[src/rtl/id_ex_pipe_pkg.sv]
// Shared definitions for the ID/EX pipeline register slice.
//   - DATA_WIDTH / ZERO   : default datapath width and its zero value
//   - INST_*              : RV32 major opcodes the hazard logic cares about
//   - INST_NOP            : bubble instruction (addi x0,x0,0)
//   - src_use_t           : source register indices plus which of them the
//                           instruction actually reads
//   - decode_srcs()       : opcode -> source usage decode
package id_ex_pipe_pkg;

  localparam int                    DATA_WIDTH = 32;
  localparam logic [DATA_WIDTH-1:0] ZERO       = '0;

  localparam logic [6:0] INST_LOAD   = 7'b0000011;
  localparam logic [6:0] INST_LUI    = 7'b0110111;
  localparam logic [6:0] INST_AUIPC  = 7'b0010111;
  localparam logic [6:0] INST_JAL    = 7'b1101111;
  localparam logic [6:0] INST_STORE  = 7'b0100011;
  localparam logic [6:0] INST_BRANCH = 7'b1100011;
  localparam logic [6:0] INST_OP     = 7'b0110011;
  localparam logic [31:0] INST_NOP   = 32'h0000_0013;

  typedef struct packed {
    logic [4:0] rs1;
    logic [4:0] rs2;
    logic       use_rs1;
    logic       use_rs2;
  } src_use_t;

  // rs1 is read by everything except the U-type and JAL formats; rs2 only by
  // R-type, stores and branches. Other encodings reuse those bits as immediate.
  function automatic src_use_t decode_srcs(input logic [31:0] inst);
    src_use_t s;
    s.rs1     = inst[19:15];
    s.rs2     = inst[24:20];
    s.use_rs1 = !(inst[6:0] == INST_LUI || inst[6:0] == INST_AUIPC ||
                  inst[6:0] == INST_JAL);
    s.use_rs2 = (inst[6:0] == INST_OP || inst[6:0] == INST_STORE ||
                 inst[6:0] == INST_BRANCH);
    return s;
  endfunction

endpackage

[src/rtl/id_ex_pipe_fwd_mux.sv]
// Operand forwarding mux for one source register.
//   src_i                 : architectural source index
//   ex_en_i/ex_rd_i/...   : EX producer (enable already qualified by EX valid)
//   mem_we_i/mem_rd_i/... : MEM producer
//   wb_we_i/wb_rd_i/...   : WB producer
//   rf_data_i             : register-file read data
//   fwd_data_o            : selected operand, youngest producer wins
module id_ex_pipe_fwd_mux #(
  parameter int DATA_WIDTH = 32
) (
  input  logic [4:0]            src_i,
  input  logic                  ex_en_i,
  input  logic [4:0]            ex_rd_i,
  input  logic [DATA_WIDTH-1:0] ex_data_i,
  input  logic                  mem_we_i,
  input  logic [4:0]            mem_rd_i,
  input  logic [DATA_WIDTH-1:0] mem_data_i,
  input  logic                  wb_we_i,
  input  logic [4:0]            wb_rd_i,
  input  logic [DATA_WIDTH-1:0] wb_data_i,
  input  logic [DATA_WIDTH-1:0] rf_data_i,
  output logic [DATA_WIDTH-1:0] fwd_data_o
);

  always_comb begin
    fwd_data_o = rf_data_i;
    // x0 is hardwired; a producer targeting x0 must never leak through.
    if (src_i == 5'd0)                         fwd_data_o = '0;
    else if (ex_en_i  && ex_rd_i  == src_i)    fwd_data_o = ex_data_i;
    else if (mem_we_i && mem_rd_i == src_i)    fwd_data_o = mem_data_i;
    else if (wb_we_i  && wb_rd_i  == src_i)    fwd_data_o = wb_data_i;
  end

endmodule

[src/rtl/id_ex_pipe.sv]
// ID/EX pipeline register feeding the execute stage.
// Captures the decoded instruction with forwarded operands, inserts one
// bubble on a load-use hazard, holds on downstream stall and kills the slot
// on branch flush. Priority: reset > flush > stall > load-use > capture.
//   clk_i, rst_n_i        : clock, async active-low reset
//   id_*                  : decode-stage instruction and register reads
//   id_ready_o            : ID instruction consumed this cycle
//   stall_i, flush_i      : downstream hold / branch kill
//   ex_fwd_*, mem_fwd_*,
//   wb_fwd_*              : forwarding producers (EX rd comes from ex_inst_o)
//   ex_valid_o, ex_inst_o,
//   ex_op1_o, ex_op2_o    : EX slot contents
//   bubble_o              : high in the cycle a load-use bubble is inserted
module id_ex_pipe import id_ex_pipe_pkg::*; #(
  parameter int          DATA_WIDTH = id_ex_pipe_pkg::DATA_WIDTH,
  parameter logic [31:0] NOP_INST   = id_ex_pipe_pkg::INST_NOP
) (
  input  logic                  clk_i,
  input  logic                  rst_n_i,
  input  logic                  id_valid_i,
  input  logic [31:0]           id_inst_i,
  input  logic [DATA_WIDTH-1:0] id_rs1_data_i,
  input  logic [DATA_WIDTH-1:0] id_rs2_data_i,
  output logic                  id_ready_o,
  input  logic                  stall_i,
  input  logic                  flush_i,
  input  logic                  ex_fwd_we_i,
  input  logic [DATA_WIDTH-1:0] ex_fwd_data_i,
  input  logic                  mem_fwd_we_i,
  input  logic [4:0]            mem_fwd_rd_i,
  input  logic [DATA_WIDTH-1:0] mem_fwd_data_i,
  input  logic                  wb_fwd_we_i,
  input  logic [4:0]            wb_fwd_rd_i,
  input  logic [DATA_WIDTH-1:0] wb_fwd_data_i,
  output logic                  ex_valid_o,
  output logic [31:0]           ex_inst_o,
  output logic [DATA_WIDTH-1:0] ex_op1_o,
  output logic [DATA_WIDTH-1:0] ex_op2_o,
  output logic                  bubble_o
);

  localparam logic [DATA_WIDTH-1:0] OP_ZERO = DATA_WIDTH'(ZERO);

  src_use_t id_src;
  logic [4:0] ex_rd;
  logic       load_use;

  assign id_src = decode_srcs(id_inst_i);
  assign ex_rd  = ex_inst_o[11:7];

  // A load in EX has no data yet; one bubble moves it to MEM where the
  // MEM forwarding path carries the loaded value.
  assign load_use = ex_valid_o && (ex_inst_o[6:0] == INST_LOAD) &&
                    (ex_rd != 5'd0) && id_valid_i &&
                    ((id_src.use_rs1 && id_src.rs1 == ex_rd) ||
                     (id_src.use_rs2 && id_src.rs2 == ex_rd));

  // Flush consumes (and drops) the ID instruction even under stall.
  assign id_ready_o = rst_n_i && (flush_i || (!stall_i && !load_use));
  assign bubble_o   = rst_n_i && !flush_i && !stall_i && load_use;

  // Two identical forwarding muxes, index 0 = rs1, 1 = rs2.
  logic [1:0][4:0]            src_idx;
  logic [1:0][DATA_WIDTH-1:0] rf_data;
  logic [1:0][DATA_WIDTH-1:0] fwd_data;

  assign src_idx = {id_src.rs2, id_src.rs1};
  assign rf_data = {id_rs2_data_i, id_rs1_data_i};

  for (genvar g = 0; g < 2; g++) begin : g_fwd
    id_ex_pipe_fwd_mux #(.DATA_WIDTH(DATA_WIDTH)) u_fwd (
      .src_i      (src_idx[g]),
      .ex_en_i    (ex_valid_o && ex_fwd_we_i),
      .ex_rd_i    (ex_rd),
      .ex_data_i  (ex_fwd_data_i),
      .mem_we_i   (mem_fwd_we_i),
      .mem_rd_i   (mem_fwd_rd_i),
      .mem_data_i (mem_fwd_data_i),
      .wb_we_i    (wb_fwd_we_i),
      .wb_rd_i    (wb_fwd_rd_i),
      .wb_data_i  (wb_fwd_data_i),
      .rf_data_i  (rf_data[g]),
      .fwd_data_o (fwd_data[g])
    );
  end

  // Operands are sampled only on capture; a held slot never re-forwards.
  always_ff @(posedge clk_i or negedge rst_n_i) begin
    if (!rst_n_i) begin
      ex_valid_o <= 1'b0;
      ex_inst_o  <= NOP_INST;
      ex_op1_o   <= OP_ZERO;
      ex_op2_o   <= OP_ZERO;
    end else if (flush_i) begin
      ex_valid_o <= 1'b0;
      ex_inst_o  <= NOP_INST;
      ex_op1_o   <= OP_ZERO;
      ex_op2_o   <= OP_ZERO;
    end else if (stall_i) begin
      ex_valid_o <= ex_valid_o;
      ex_inst_o  <= ex_inst_o;
      ex_op1_o   <= ex_op1_o;
      ex_op2_o   <= ex_op2_o;
    end else if (load_use || !id_valid_i) begin
      ex_valid_o <= 1'b0;
      ex_inst_o  <= NOP_INST;
      ex_op1_o   <= OP_ZERO;
      ex_op2_o   <= OP_ZERO;
    end else begin
      ex_valid_o <= 1'b1;
      ex_inst_o  <= id_inst_i;
      ex_op1_o   <= fwd_data[0];
      ex_op2_o   <= fwd_data[1];
    end
  end

endmodule

[config.mk]
export PLATFORM = sky130hd
export DESIGN_NAME = id_ex_pipe
export DESIGN_NICKNAME = d
export VERILOG_FILES = /design/src/rtl/id_ex_pipe_pkg.sv /design/src/rtl/id_ex_pipe_fwd_mux.sv /design/src/rtl/id_ex_pipe.sv
export SDC_FILE = /design/constraint.sdc
export NUM_CORES = 1
export LEC_CHECK = 0
export CAP_MARGIN = 20
export CORE_UTILIZATION = 30
export CTS_BUF_LIST = sky130_fd_sc_hd__clkbuf_4 sky130_fd_sc_hd__clkbuf_8
export CTS_CLUSTER_DIAMETER = 80
export DETAILED_ROUTE_END_ITERATION = 8
export GPL_TIMING_DRIVEN = 0
export PLACE_DENSITY = 0.65
export SLEW_MARGIN = 0
export SYNTH_ARGS = -nofsm -noshare
export SYNTH_HDL_FRONTEND = slang
export SYNTH_SLANG_ARGS = --single-unit
[constraint.sdc]
create_clock -name clk_i -period 2.3 [get_ports clk_i]
set_clock_uncertainty 0.1 [all_clocks]
set_input_delay 0.46 -clock clk_i [delete_from_list [all_inputs] [get_ports clk_i]]
set_output_delay 0.46 -clock clk_i [all_outputs]
set_load 0.01 [all_outputs]
Yosys cells after proc, flatten, opt, wreduce, memory -nomap -nowiden
Cells that the tools add are included.
{ "totals": {"ff_bits": 97, "in_bits": 210, "output_inout_bits": 99, "elab_cells": 73} }
{ "classes": {"eq_ne": 16, "muxes": 20, "reduce_logical": 33} }
{ "op_table": {"columns": ["op", "count"], "rows": [
  ["$mux 32", 17],
  ["$eq 5x5->1", 8],
  ["$eq 7x6->1 const B", 3],
  ["$logic_and 1x1->1", 18],
  ["$eq 7x7->1 const B", 2],
  ["$logic_not 5->1", 2],
  ["$eq 7x2->1 const B", 1],
  ["$eq 7x5->1 const B", 1],
  ["$logic_or 1x1->1", 7],
  ["$logic_not 1->1", 5],
  ["$reduce_bool 5->1", 1],
  ["$mux 1", 3],
  ["$ne 2x1->1 const B", 1]
]} }

Depth between registers and ports, before layout
{ "depth": {"ltp_word": 11, "depth_mapped": 9, "ltp_nobuf": 6} }

By module
Synthesis repeated with hierarchy kept, for this count alone.
{ "unflattened": {"hier_cells": 875, "area_unflattened_um2": 6921.6} }
{ "modules_own_cells": {"columns": ["mod", "n_inst", "cells_each", "area_each_um2", "seq_area_each_um2"], "rows": [
  ["id_ex_pipe", 1, 447, 4256.6, 2431.1],
  ["id_ex_pipe_fwd_mux", 2, 214, 1332.5, 0.0]
]} }

Worst setup path before layout
Ideal clock, no wire load.
{ "synth_path": {"kind": "input to output", "start": "input id_inst_i[22]", "end": "output id_ready_o", "t_arrival_ps": 1775, "required_ps": 1740, "path_slack_ps": -35, "stages": 7, "path_buffers": 1, "cell_sequence": "clkbuf_1 > xnor2_1 > nand3_1 > or3_1 > a21oi_1 > nor2_1 > o21a_1"} }
{ "synth_between": {"elab_chain_len": 8} }
{ "synth_lines": {"columns": ["element", "line", "source"], "rows": [
  ["start: declaration", "id_ex_pipe.sv:21", "input logic [31:0] id_inst_i,"],
  ["$eq 5x5->1", "id_ex_pipe.sv:56", "(id_src.use_rs2 && id_src.rs2 == ex_rd));"],
  ["$logic_and 1x1->1", "id_ex_pipe.sv:56", null],
  ["$logic_or 1x1->1", "id_ex_pipe.sv:55", "((id_src.use_rs1 && id_src.rs1 == ex_rd) ||"],
  ["$logic_and 1x1->1", "id_ex_pipe.sv:54", "(ex_rd != 5'd0) && id_valid_i &&"],
  ["$logic_not 1->1", "id_ex_pipe.sv:59", "assign id_ready_o = rst_n_i && (flush_i || (!stall_i && !load_use));"],
  ["$logic_and 1x1->1", "id_ex_pipe.sv:59", null],
  ["$logic_or 1x1->1", "id_ex_pipe.sv:59", null],
  ["$logic_and 1x1->1", "id_ex_pipe.sv:59", null],
  ["end: declaration", "id_ex_pipe.sv:24", "output logic id_ready_o,"]
]} }
No other way between the ends.

Worst setup path in the final report
{ "layout_path": {"start": "input id_inst_i[5]", "end": "output id_ready_o"} }
{ "layout_between": {"elab_chain_len": 11, "word_cells_on_any_way": 19, "classes_between": "eq/ne (6); reduce/logical (13)"} }
{ "layout_lines": {"columns": ["element", "line", "source"], "rows": [
  ["$eq 7x6->1 / $eq 7x5->1 (equally long branches)", "id_ex_pipe_pkg.sv:35", "s.use_rs1 = !(inst[6:0] == INST_LUI || inst[6:0] == INST_AUIPC ||"],
  ["$logic_or 1x1->1 (2 in a row)", "id_ex_pipe_pkg.sv:35", null],
  ["$logic_not 1->1", "id_ex_pipe_pkg.sv:35", null],
  ["$logic_and 1x1->1", "id_ex_pipe.sv:55", null],
  ["$logic_or 1x1->1 *", "id_ex_pipe.sv:55", null],
  ["$logic_and 1x1->1 *", "id_ex_pipe.sv:54", null],
  ["$logic_not 1->1 *", "id_ex_pipe.sv:59", null],
  ["$logic_and 1x1->1 *", "id_ex_pipe.sv:59", null],
  ["$logic_or 1x1->1 *", "id_ex_pipe.sv:59", null],
  ["$logic_and 1x1->1 *", "id_ex_pipe.sv:59", null]
]} }
Mark *: on every way between the ends. The rest lies on a longest branch, timed or not.

==> metrics.md <==
| Metric | Value |
|---|---|
| Setup CP Type | in -> out |
| Mux cell area share after synthesis | 0% |
| Setup WS post-layout | -0.355 ns |
| RePlAce Congestion | 0.920 |
| Met1 Wirelength | 13.5 mm |
| Gr usage total | between 20% and 30% |
| Synth Area in Compound Gates | 35.5% |
| Post-synth EDFFs | 0 |
| Post-route ant nets | 0 |
| Clk slew on worst S/H paths | 0.11 ns |
| Pins Over Slew Limit | 0 |
| NumNets Final | 1287 |
| TritonCTS clock tree | yes |
| Die footprint | ~21000 µm² |
| Synth Area in Simple Gates | about 16% |
| FF-to-FF End | ex_op1_o[28] |
| Yosys top cell area share | between 30% and 40% |
| Most used DFF post-synth | dfrtp_1 |
| Worst Tran Pin Value | about 0.63 ns |
| Crit Path Max Fanout | 3 |
| Syn Inst Count | 736 |
| P_leak | 0.00388 µW |
| CTS Buf Count | 9 |
| Post-Synth XOR/XNOR Area | 4.24% |
| Clock sink count | 97 |
| Detailed placement HPWL | 23.7 mm |
| Final core occ | 51.2% |
| Initial Utilization | 30.6% |
| Fmax | 377 MHz |
| Sequential-to-total area share from yosys stat | 39.3% |
| Longest Clk Path Bufs | 2 |
| Worst r2r path cells | 9 |
| Worst Path Required | 1.74 ns |
| Peak VDD IR | about 0.24 mV |
| Crit end category | output port |
| H-tree depth | 3 |
| Share of synthesized registers carrying an async set or reset | 100% |
| Iter 0 DRT Violations | 638 |
| Hold Path Class | in -> async |
| Number of global-route vias before repair | 7525 |
| Area grow syn2layout | 67.4% |
| I/O pin count | 309 |
| Port bufs | just over 300 |
| RSZ-0062 raised after global routing | yes |
| Avg Vias per Cell | 5.70 |
| Commonest cells after routing, fill and taps aside | clkdlybuf4s50_1, nand2_1, dfrtp_1 |
| GR Overflow Total | 0 |
| Seq cells post-synth | 97 |
| WP data arrival | between 2 and 2.5 ns |
| Top layer in use | met5 |
| Distinct cells, synth | 39 |
| Top cells by area, synth | dfrtp_1, o211ai_1, nand2_1, o21ai_0, a22oi_1 |
| Period utilisation layout | 115% |
| Most area-hungry cell type in the Yosys netlist | dfrtp_1 |
| TNS Setup | -21.82 ns |
| Failing checks | setup timing |
| Die span in x | 146 µm |
| Count of final hold-check violations | 0 |
| Pwr/cell area | roughly 440 nW/µm² |
| Fraction of layout cells with a size suffix above 1 | 10.4% |
| Largest family of logic cells by synthesized area | compound AO/OA/AOI/OAI gates |
| R2r setup slk | -0.32 ns |
| TritonRoute pass-1 iters | 5 |
| Synth warn | 0 |
| Via count | around 7700 |
| Run status | finished, violations left |
| Drt total wl | 30.8 mm |
| Critical path launch point type | input pin |
| DRC viols | 0 |
| First-pass GRT wire length | 45.7 mm |
| Final-layout fill cell count | about 1900 |
| Max_cap viols | 0 |
| Critical Path Source | id_inst_i[5] |
| Mapped cell area | 6190 µm² |
| Syn Nets | 946 |
| Core area | between 20000 and 25000 µm² |
| Critical Path Sink | id_ready_o |
| Die height | 146 µm |
| Final setup vio count | 96 |
| Largest net degree at the start of global routing | 53 |
| Period minus WS final | 2.66 ns |
| Worst slew margin | 58.0% |
| Met2 WL | 14.3 mm |
| Syn Area/Cell | ~8.4 µm² |
| RR Startpoint | ex_inst_o[11] |
| Initial antenna violation count | 6 |
| Met3 WL | 1.96 mm |
| Commonest non-fill, non-tap cell in the layout | clkdlybuf4s50_1 |
| Rows | between 50 and 60 |
| CTS root buf | clkbuf_8 |
| Post-Synth Adder-Cell Area | 0% |
| DR WL/cell | 22.8 µm |
| Skew-Pair Late Insertion Delay | 0.39 ns |
[repair_timing]
action,4_1_cts,5_1_grt
setup buffers,15,3
pin swaps,5,5
setup endpoints to repair,96,96
gates resized for setup,80,31
hold buffers,3,2
cloned,0,1
endpoints found under the hold margin,3,3
[sequential cells by signal (all words and copies together) (netlist names)]
| register | flops |
|---|---|
| ex_op2_o | 32 |
| ex_op1_o | 32 |
| ex_valid_o | 1 |
| ex_inst_o | 32 |
[metrics by stage]
stage / power [µW] / area [µm²] / hold slack, ns / std cells / setup WS (ns)
6_report: 4550 / 10400 / 0.307 / 1355 / -0.355
5_1_grt: 4720 / 10400 / 0.312 / 1355 / -0.409
4_1_cts: 4540 / 10200 / -0.0504 / 1346 / -0.334
3_5_place_dp: 3050 / 9620 / 0.377 / 1313 / -1.06
3_3_place_gp: 3040 / 9590 / 0.367 / 1311 / -3.68
2_1_floorplan: 2290 / 6200 / 0.0644 / 736 / 0.00726
[critical path, stage by stage]
cell and delay, ns:
dlygate4sd2_1 0.26, and3_1 0.18, o2111a_1 0.28, or3_4 0.41, a21oi_4 0.16, nor2_2 0.04, o21a_1 0.16, buf_2 0.14
[worst min path at each step]
stage / start / to / depth (start not counted)
global route: rst_n_i / ex_inst_o[2] / 2
finish: rst_n_i / ex_inst_o[2] / 2
CTS: rst_n_i / ex_inst_o[4] / 1
detailed placement: ex_op2_o[25] / ex_op2_o[25] / 2
global placement: ex_op1_o[0] / ex_op1_o[0] / 2
floorplan: rst_n_i / ex_inst_o[10] / 0
[kinds of logic (layout without fill, tap and decap cells)]
kind of cell	Yosys count	in the layout
AO/OA/AOI/OAI	323	323
XOR/XNOR	30	30
buffers and inverters	77	423
flip-flops	97	97
other	0	3
AND/OR/NAND/NOR	209	209
[per-layer routing]
metal	GRT usage, %	vias to the layer above
li1	-	3502
met4	12.4	6
met1	39.0	3782
met2	44.6	372
met5	0	-
met3	3.86	66
[where the power goes]
group          internal, µW  switching [µW]  leakage (µW)
sequential             1770            47.4       0.00131
clock                   757             687      0.000127
combinational           657             628       0.00245
total                  3190            1360       0.00388
[area by class of cell]
class,count,area (µm²),area share [%]
Multi-Input combinational cell,562,3680,35.5
Buffer,76,373,3.60
Sequential cell,97,2440,23.5
Clock inverter,6,113,1.09
Antenna cell,3,7.51,0.0724
Timing Repair Buffer,331,3280,31.7
Clock buffer,10,138,1.33
Tap cell,270,338,3.26
[Yosys cell counts (all sizes together), types with 5 or more instances]
master and count:
a21boi 28, a21oi 29, a22o 29, a22oi 36
a311oi 28, buf 9, clkbuf 68, dfrtp 94
nand2 102, nand3 7, nand4 30, nor2 9
nor3 39, o211ai 60, o21a 5, o21ai 98
xnor2 24, xor2 6
Power figures use the tool's default switching activity.
